<file path="src/rtl/power_event_ctrl.sv">
// Power-event sequencer in the SlowClock domain: turns a debounced power button
// and 3V3 power-good into PS enable, SIO wake pulse, fault flag and state code.
module power_event_ctrl #(
  parameter int unsigned PSON_TIMEOUT_S = 4,
  parameter int unsigned FORCE_OFF_S    = 4,
  parameter int unsigned WAKE_PULSE_T   = 4,
  parameter int unsigned COOLDOWN_T     = 8
) (
  input  logic       SlowClock,
  input  logic       MainReset,
  input  logic       Strobe1s,
  input  logic       Strobe125ms,
  input  logic       PowerButtonDebounce,
  input  logic       PWRGD_PS_PWROK_3V3,
  input  logic       SLP_S3_N,
  output logic       FM_PS_EN,
  output logic [3:0] PowerEvtState,
  output logic       PowerbuttonEvt,
  output logic       PowerFault
);

  typedef enum logic [3:0] {
    ST_STANDBY   = 4'h0,
    ST_POWER_ON  = 4'h1,
    ST_WAKE      = 4'h2,
    ST_RUN       = 4'h3,
    ST_POWER_OFF = 4'h4,
    ST_FAULT     = 4'hF
  } state_t;

  // A limit of N fires on the Nth strobe, i.e. while the count still reads N-1.
  localparam logic [3:0] LP_PSON_LAST  = 4'(PSON_TIMEOUT_S - 1);
  localparam logic [3:0] LP_FORCE_LAST = 4'(FORCE_OFF_S - 1);
  localparam logic [3:0] LP_WAKE_LAST  = 4'(WAKE_PULSE_T - 1);
  localparam logic [3:0] LP_COOL_LAST  = 4'(COOLDOWN_T - 1);

  state_t     r_state;
  logic [3:0] r_cnt;
  logic       r_btn_held;
  logic       r_press;
  logic       r_slp_low;
  logic       r_ps_en;
  logic       r_pwrbtn_n;
  logic       r_fault;

  state_t     w_next_state;
  logic       w_cnt_inc;
  logic       w_cnt_clr;
  logic       w_pressed;
  logic       w_slp_off;

  assign w_pressed = ~PowerButtonDebounce;
  assign w_slp_off = ~SLP_S3_N & r_slp_low;

  // NOTE: every always_comb output gets a default first, so no path can infer a latch.
  always_comb begin
    w_next_state = r_state;
    w_cnt_inc    = 1'b0;
    w_cnt_clr    = 1'b0;
    case (r_state)
      ST_STANDBY: begin
        if (r_press) w_next_state = ST_POWER_ON;
      end
      ST_POWER_ON: begin
        if (PWRGD_PS_PWROK_3V3)                    w_next_state = ST_WAKE;
        else if (Strobe1s && r_cnt >= LP_PSON_LAST) w_next_state = ST_FAULT;
        else                                        w_cnt_inc    = Strobe1s;
      end
      ST_WAKE: begin
        if (!PWRGD_PS_PWROK_3V3)                      w_next_state = ST_FAULT;
        else if (Strobe125ms && r_cnt >= LP_WAKE_LAST) w_next_state = ST_RUN;
        else                                           w_cnt_inc    = Strobe125ms;
      end
      ST_RUN: begin
        if (!PWRGD_PS_PWROK_3V3)                                 w_next_state = ST_FAULT;
        else if (w_pressed && Strobe1s && r_cnt >= LP_FORCE_LAST) w_next_state = ST_POWER_OFF;
        else if (w_slp_off)                                       w_next_state = ST_POWER_OFF;
        else if (!w_pressed)                                      w_cnt_clr    = 1'b1;
        else                                                      w_cnt_inc    = Strobe1s;
      end
      ST_POWER_OFF: begin
        // Cooldown only advances once the supply has actually gone away.
        if (!PWRGD_PS_PWROK_3V3 && Strobe125ms && r_cnt >= LP_COOL_LAST)
          w_next_state = ST_STANDBY;
        else
          w_cnt_inc = Strobe125ms & ~PWRGD_PS_PWROK_3V3;
      end
      ST_FAULT: begin
        if (r_press && !PWRGD_PS_PWROK_3V3) w_next_state = ST_POWER_ON;
      end
      default: w_next_state = ST_STANDBY;
    endcase
  end

  // NOTE: sequential state uses non-blocking assignments so all registers see pre-edge values.
  always_ff @(posedge SlowClock or negedge MainReset) begin
    if (!MainReset) begin
      r_state    <= ST_STANDBY;
      r_cnt      <= 4'h0;
      // NOTE: history holds the "pressed" sense and resets to 1, so a button held through reset is not an edge.
      r_btn_held <= 1'b1;
      r_press    <= 1'b0;
      r_slp_low  <= 1'b0;
      r_ps_en    <= 1'b0;
      r_pwrbtn_n <= 1'b1;
      r_fault    <= 1'b0;
    end else begin
      r_btn_held <= w_pressed;
      r_press    <= ~r_btn_held & w_pressed;
      r_slp_low  <= ~SLP_S3_N;
      r_state    <= w_next_state;

      if (w_next_state != r_state || w_cnt_clr) r_cnt <= 4'h0;
      else if (w_cnt_inc && r_cnt != 4'hF)      r_cnt <= r_cnt + 4'h1;

      r_ps_en    <= (w_next_state == ST_POWER_ON) || (w_next_state == ST_WAKE) ||
                    (w_next_state == ST_RUN);
      r_pwrbtn_n <= (w_next_state != ST_WAKE);

      if (w_next_state == ST_FAULT)  r_fault <= 1'b1;
      else if (r_state == ST_FAULT)  r_fault <= 1'b0;
    end
  end

  assign FM_PS_EN       = r_ps_en;
  assign PowerEvtState  = r_state;
  assign PowerbuttonEvt = r_pwrbtn_n;
  assign PowerFault     = r_fault;

endmodule

</file>
<file path="config.mk">
export PLATFORM = sky130hd
export DESIGN_NAME = power_event_ctrl
export DESIGN_NICKNAME = d
export VERILOG_FILES = /design/src/rtl/power_event_ctrl.sv
export SDC_FILE = /design/constraint.sdc
export NUM_CORES = 1
export LEC_CHECK = 0
export ABC_AREA = 1
export BUFFER_PORTS_ARGS = -buffer_cell sky130_fd_sc_hd__buf_2
export CAP_MARGIN = 20
export CORE_MARGIN = 3
export CORE_UTILIZATION = 55
export CTS_CLUSTER_DIAMETER = 200
export DETAILED_ROUTE_END_ITERATION = 10
export GPL_TIMING_DRIVEN = 0
export MAX_ROUTING_LAYER = met4
export PLACE_DENSITY = 0.77
export SLEW_MARGIN = 30
export SYNTH_ARGS = -nofsm -noshare
export SYNTH_HDL_FRONTEND = slang
export SYNTH_SLANG_ARGS = --single-unit
</file>
<file path="constraint.sdc">
create_clock -name SlowClock -period 2.5 [get_ports SlowClock]
set_clock_uncertainty 0.15 [all_clocks]
set_input_delay 0.125 -clock SlowClock [delete_from_list [all_inputs] [get_ports SlowClock]]
set_output_delay 0.125 -clock SlowClock [all_outputs]
set_load 0.02 [all_outputs]
</file>
# Yosys cells after proc, flatten, opt, wreduce, memory -nomap -nowiden
# Index checks and enable logic that the tools add are counted.
dict set report totals {
  ff_bits 14
  in_bits 7
  out_inout_bits 7
}
dict set report classes {
  addsub 1
  order_cmp 2
  n_eq_ne 12
  mux 30
  n_bitwise 7
  reduce_logical 15
}
# op n
set op_table {}
lappend op_table {{two-way mux 4 bit} 12}
lappend op_table {{case mux 4 bit (6 select lines)} 1}
lappend op_table {{== test 4 x 2 -> 1 bit (second input constant)} 4}
lappend op_table {{two-way mux 1 bit} 16}
lappend op_table {{== test 4 x 1 -> 1 bit (second input constant)} 2}
lappend op_table {{== test 4 bit (second input constant)} 2}
lappend op_table {{logical AND 1 bit} 8}
lappend op_table {{adder 4 x 1 -> 4 bit (second input constant)} 1}
lappend op_table {{== test 4 x 3 -> 1 bit (second input constant)} 1}
lappend op_table {{greater-or-equal comparator 4 x 2 -> 1 bit (second input constant)} 1}
lappend op_table {{greater-or-equal comparator 4 x 3 -> 1 bit (second input constant)} 1}
lappend op_table {{zero test 4 bit} 1}
lappend op_table {{inequality test 4 x 2 -> 1 bit (second input constant)} 1}
lappend op_table {{inequality test 4 bit} 1}
lappend op_table {{inequality test 4 bit (second input constant)} 1}
lappend op_table {{NOT 1 bit} 4}
lappend op_table {{case mux 1 bit (4 select lines)} 1}
lappend op_table {{nonzero test 2 bit} 2}
lappend op_table {{bitwise AND 1 bit} 3}
lappend op_table {{logical OR 1 bit} 3}
lappend op_table {{zero test 1 bit} 1}

# Longest topological paths before layout
dict set report logic_depth {
  ltp_word 9
  ltp_mapped 12
  depth_no_buf 12
}

# Worst setup path before layout
# OpenSTA, ideal clock, no wires.
dict set report synth_path {
  path_type {reg2reg}
  from {register r_cnt[0]}
  to {register r_cnt[0]}
  setup_time_ps 69
  t_arrival_ps 1496
  required_time_ps 2281
  path_slack_ps 785
  stages_incl_launch_ff 13
  path_cell_list {dfrtp_1 -> ha_1 -> nor2_1 -> nand2_2 -> nand2_1 -> nand2_1 -> nand3_1 -> nand2_1 -> nand2_1 -> nand2_2 -> nor2_4 -> nand3_4 -> nor2_2}
}
dict set report synth_between {
  elab_chain_cells 8
}
# element line
set synth_lines {}
lappend synth_lines {{from (decl)} 38} ;# logic [3:0] r_cnt;
lappend synth_lines {{from (signal assigned)} 114} ;# else if (w_cnt_inc && r_cnt != 4'hF) r_cnt <= r_cnt + 4'h1;
lappend synth_lines {{greater-or-equal comparator 4 x 2 -> 1 bit} {66, 71, 76}}
lappend synth_lines {{logical AND 1 bit, on equally long branches} {76, 66, 71}}
lappend synth_lines {{two-way mux 4 bit, on equally long branches} {76, 66, 71}}
lappend synth_lines {{two-way mux 4 bit, on equally long branches} {75, 65, 70}}
lappend synth_lines {{case mux 4 bit (6 select lines) (*)} 60} ;# case (r_state)
lappend synth_lines {{net w_next_state[3]} 46} ;# state_t w_next_state;
lappend synth_lines {{inequality test 4 bit (*)} 113} ;# if (w_next_state != r_state || w_cnt_clr) r_cnt <= 4'h0;
lappend synth_lines {{logical OR 1 bit (*)} 113}
lappend synth_lines {{two-way mux 4 bit / nonzero test 2 bit (equally long branches)} --}
# The timed path passes the listed nets; every way through them passes the cells marked *. The select of a mux whose other input is x is not followed.
# A chain may end at the register's enable or synchronous reset.

# Final worst setup path
dict set report layout_path {
  from {register r_cnt[0]}
  to {register r_cnt[3]}
}
# The elaborated chain is that of the path after synthesis.

==> summary.txt <==
Timing
  • Worst setup slack after layout: 542.0 ps
  • Max Freq: 0.5107 GHz
  • Final min period: 1958 ps
  • TNS Setup: 0 ps
  • Slew HR: 80.34%
  • Final hold violations: 0
  • Fin crit share: 78.32%
  • Least-Margin Pin Slew: 294.9 ps
  • RSZ-0062 raised after global routing: false
  • # setup viols final: 0
  • Hold_ws: 101.6 ps
  • Final max-slew violation count: 0

Synth
  • Mapped Area: 970.9 um2
  • Syn avg cell area: 7.087 um2
  • Post-synthesis register bit count: 14
  • Synthesized instance count: 137
  • Cell variety after synth: 21
  • Yosys warnings: 0
  • Register area share after synthesis: 36.34%
  • Syn_nets: 145

Critical path
  • Max Fanout on Critical Path: 6
  • Critical-path top delay cell: dfrtp_1
  • Worst Path Required: 2570 ps
  • Most used cell, CP: nand2_1
  • Delay-heaviest family, CP: simple AND/OR/NAND/NOR gates
  • CP Capture Type: register
  • Crit path buf inv count: 0
  • Max incr delay on CP: 410 ps
  • Chain of cells forming the critical path: ha_1 -> nor2_1 -> nand2_2 -> nand2_1 -> nand2_1 -> nand3_1 -> nand2_1 -> nand2_1 -> nand2_2 -> nor2_4 -> nand3_4 -> nor2_2
  • Startpoint Class: register
  • Crit Path Category: register to register
  • Arr. time, crit path: 2020 ps

CTS
  • Worst-path clk slew: 80 ps
  • CTS Root Cell: clkbuf_4
  • Clock tree from TritonCTS: built
  • CTS H-Tree Depth: 1
  • Max clock buf depth: 2
  • TritonCTS Buffers: 3
  • Postcts setup bufs: 0
  • PostCTS Resize Cnt: 0
  • Worst-skew pair later-pin latency: 280 ps
  • Clock sinks: 14
  • Hold_buf cts: 3

Pwr
  • Internal: 0.5560 mW
  • Switching Share: 47.39%
  • Logic pwr share: 53.9%
  • Power after layout: 1.057 mW
  • Switching pwr: 0.5007 mW
  • Pwr Density: 941.6 mW/mm2
  • Peak supply drop: 0.6666 mV
  • Sequential share of power: 31.4%
  • Clock share of power: 14.8%
  • Leakage: 0.6086 nW

Detailed routing
  • DRT Pass-1 Iters: 4
  • Avg WL per Cell: 11.86 um
  • Drt drc: 0
  • Final wirelength: 2051 um
  • Final ANT Viol Nets: 0
  • Mean number of vias per cell: 5.353
  • DR iter-0 viols: 31
  • Vias: 926

Flow run
  • Max-cap violations: 0

Status
  • Outcome: finished clean

Finish
  • Non-filler instance count after layout: 173
  • Final Cell Area: 0.001122 mm2
  • Final nets: 166
  • Final core occ: 71.19%
  • Diode count: 0
  • Share of cells above drive strength 1: 29.94%
  • Area Overhead vs Synth: 15.59%

Floorplanning
  • Die ar.: 0.002305 mm2
  • Die Width: 48.02 um
  • Placeable Area: 0.001577 mm2
  • Site row count: 14
  • Die H: 48.02 um
  • Ports: 14
  • Starting Density: 61.59%

Hold path
  • Type of the worst min-delay path: input port to async pin

Place
  • Setup WS pre-CTS: 581.8 ps
  • DP HPWL: 1641 um
  • Cell Count Post-Placement: 166
  • PortBufs: 13
  • Placed cell areas: 0.001056 mm2
  • Global placer's final weighted congestion: 0.9192

GRT
  • Vias in the first global route: 781
  • Total track usage: 21.02%
  • Initial antenna violation count: 0
  • Largest net degree at the start of global routing: 15
  • First-pass GRT wire length: 3256 um
  • Total grt overflow: 0
-- Yosys cell counts --
library cell / n / area (um2)
o21ai_1: 1 / 5.000
inv_1: 13 / 48.80
nand3_4: 2 / 35.03
dfstp_2: 2 / 52.55
a21oi_1: 5 / 25.02
nor3_1: 1 / 5.000
nand3_1: 11 / 55.05
o21ai_0: 1 / 5.000
inv_2: 8 / 30.03
dfrtp_1: 12 / 300.3
ha_1: 1 / 12.51
nand2_4: 1 / 11.26
nand2_1: 40 / 150.1
nor2_1: 16 / 60.06
nor3_2: 1 / 10.01
nand2_2: 5 / 31.28
nand4_1: 5 / 31.28
nand3b_1: 1 / 7.510
nand3_2: 3 / 30.03
nor2_2: 5 / 31.28
nor2_4: 3 / 33.78
-- power by group through the flow --
| stage | combinational (mW) | sequential, mW | clock [mW] |
|---|---|---|---|
| finish | 0.569 | 0.332 | 0.156 |
| floorplan | 0.401 | 0.370 | 0 |
| CTS | 0.570 | 0.330 | 0.163 |
| global route | 0.626 | 0.339 | 0.175 |
| detailed placement | 0.564 | 0.334 | 0 |
| global placement | 0.555 | 0.331 | 0 |
-- registers in the layout, summed over array words and instances, names as in the netlist --
signal	cells
r_cnt	4
PowerbuttonEvt	1
PowerFault	1
r_btn_held	1
r_slp_low	1
r_press	1
FM_PS_EN	1
PowerEvtState	4
-- final timing paths --
| kind | startpoint | to | slack [ps] | depth (start not counted) |
|---|---|---|---|---|
| setup / recovery | r_cnt[0] | r_cnt[3] | 540 | 12 |
| hold / removal | MainReset | r_cnt[0] | 100 | 2 |
| setup reg to reg | r_cnt[0] | r_cnt[3] | 540 | 12 |
| hold reg to reg | r_btn_held | r_press | 330 | 1 |
| max in group asynchronous | MainReset | PowerbuttonEvt | 1820 | 2 |
| min in group SlowClock | Strobe125ms | PowerEvtState[0] | 150 | 5 |
-- area by class of cell --
class                      count  area [um2]
tap                           16       20.02
clock buffer                   4       36.28
timing repair buffer          16       95.09
multi-input combinational    102       539.3
inverter                      21       78.83
sequential                    14       352.8
fill                         132       454.2
-- cells in the final DEF (no fill, tap or decap), types with 3 or more instances in the layout --
cell type,Yosys,final
clkbuf_4,0,3
inv_2,8,8
nand2_1,40,40
nand2_2,5,5
nand3_2,3,3
dfrtp_1,12,12
inv_1,13,13
a21oi_1,5,5
dlygate4sd3_1,0,3
nand4_1,5,5
buf_2,0,13
nor2_1,16,16
nand3_1,11,11
nor2_2,5,5
nor2_4,3,3
-- worst register-to-register path, delay by kind of cell, from the launching register on --
family                     cells  cell delay, ps
adders and majority gates      1             240
DFF                            1             410
and+or+nand+nor               11            1090
-- layer usage --
metal / share of wire [%] / wire length (um) / global-route usage [%]
met1: 49 / 1003 / 29.30
met2: 43 / 882 / 29.82
met3: 5.9 / 122 / 2.256
met4: 2.1 / 43 / 10.75
met5: 0 / 0 / -
-- cell families after synthesis --
kind of cell | share of synthesized area [%]
compound gates | 3.607
simple gates | 50.64
fa+ha+maj | 1.288
buf+inv | 8.119
flops | 36.34
Note: power is estimated with default switching activity, not from simulation.
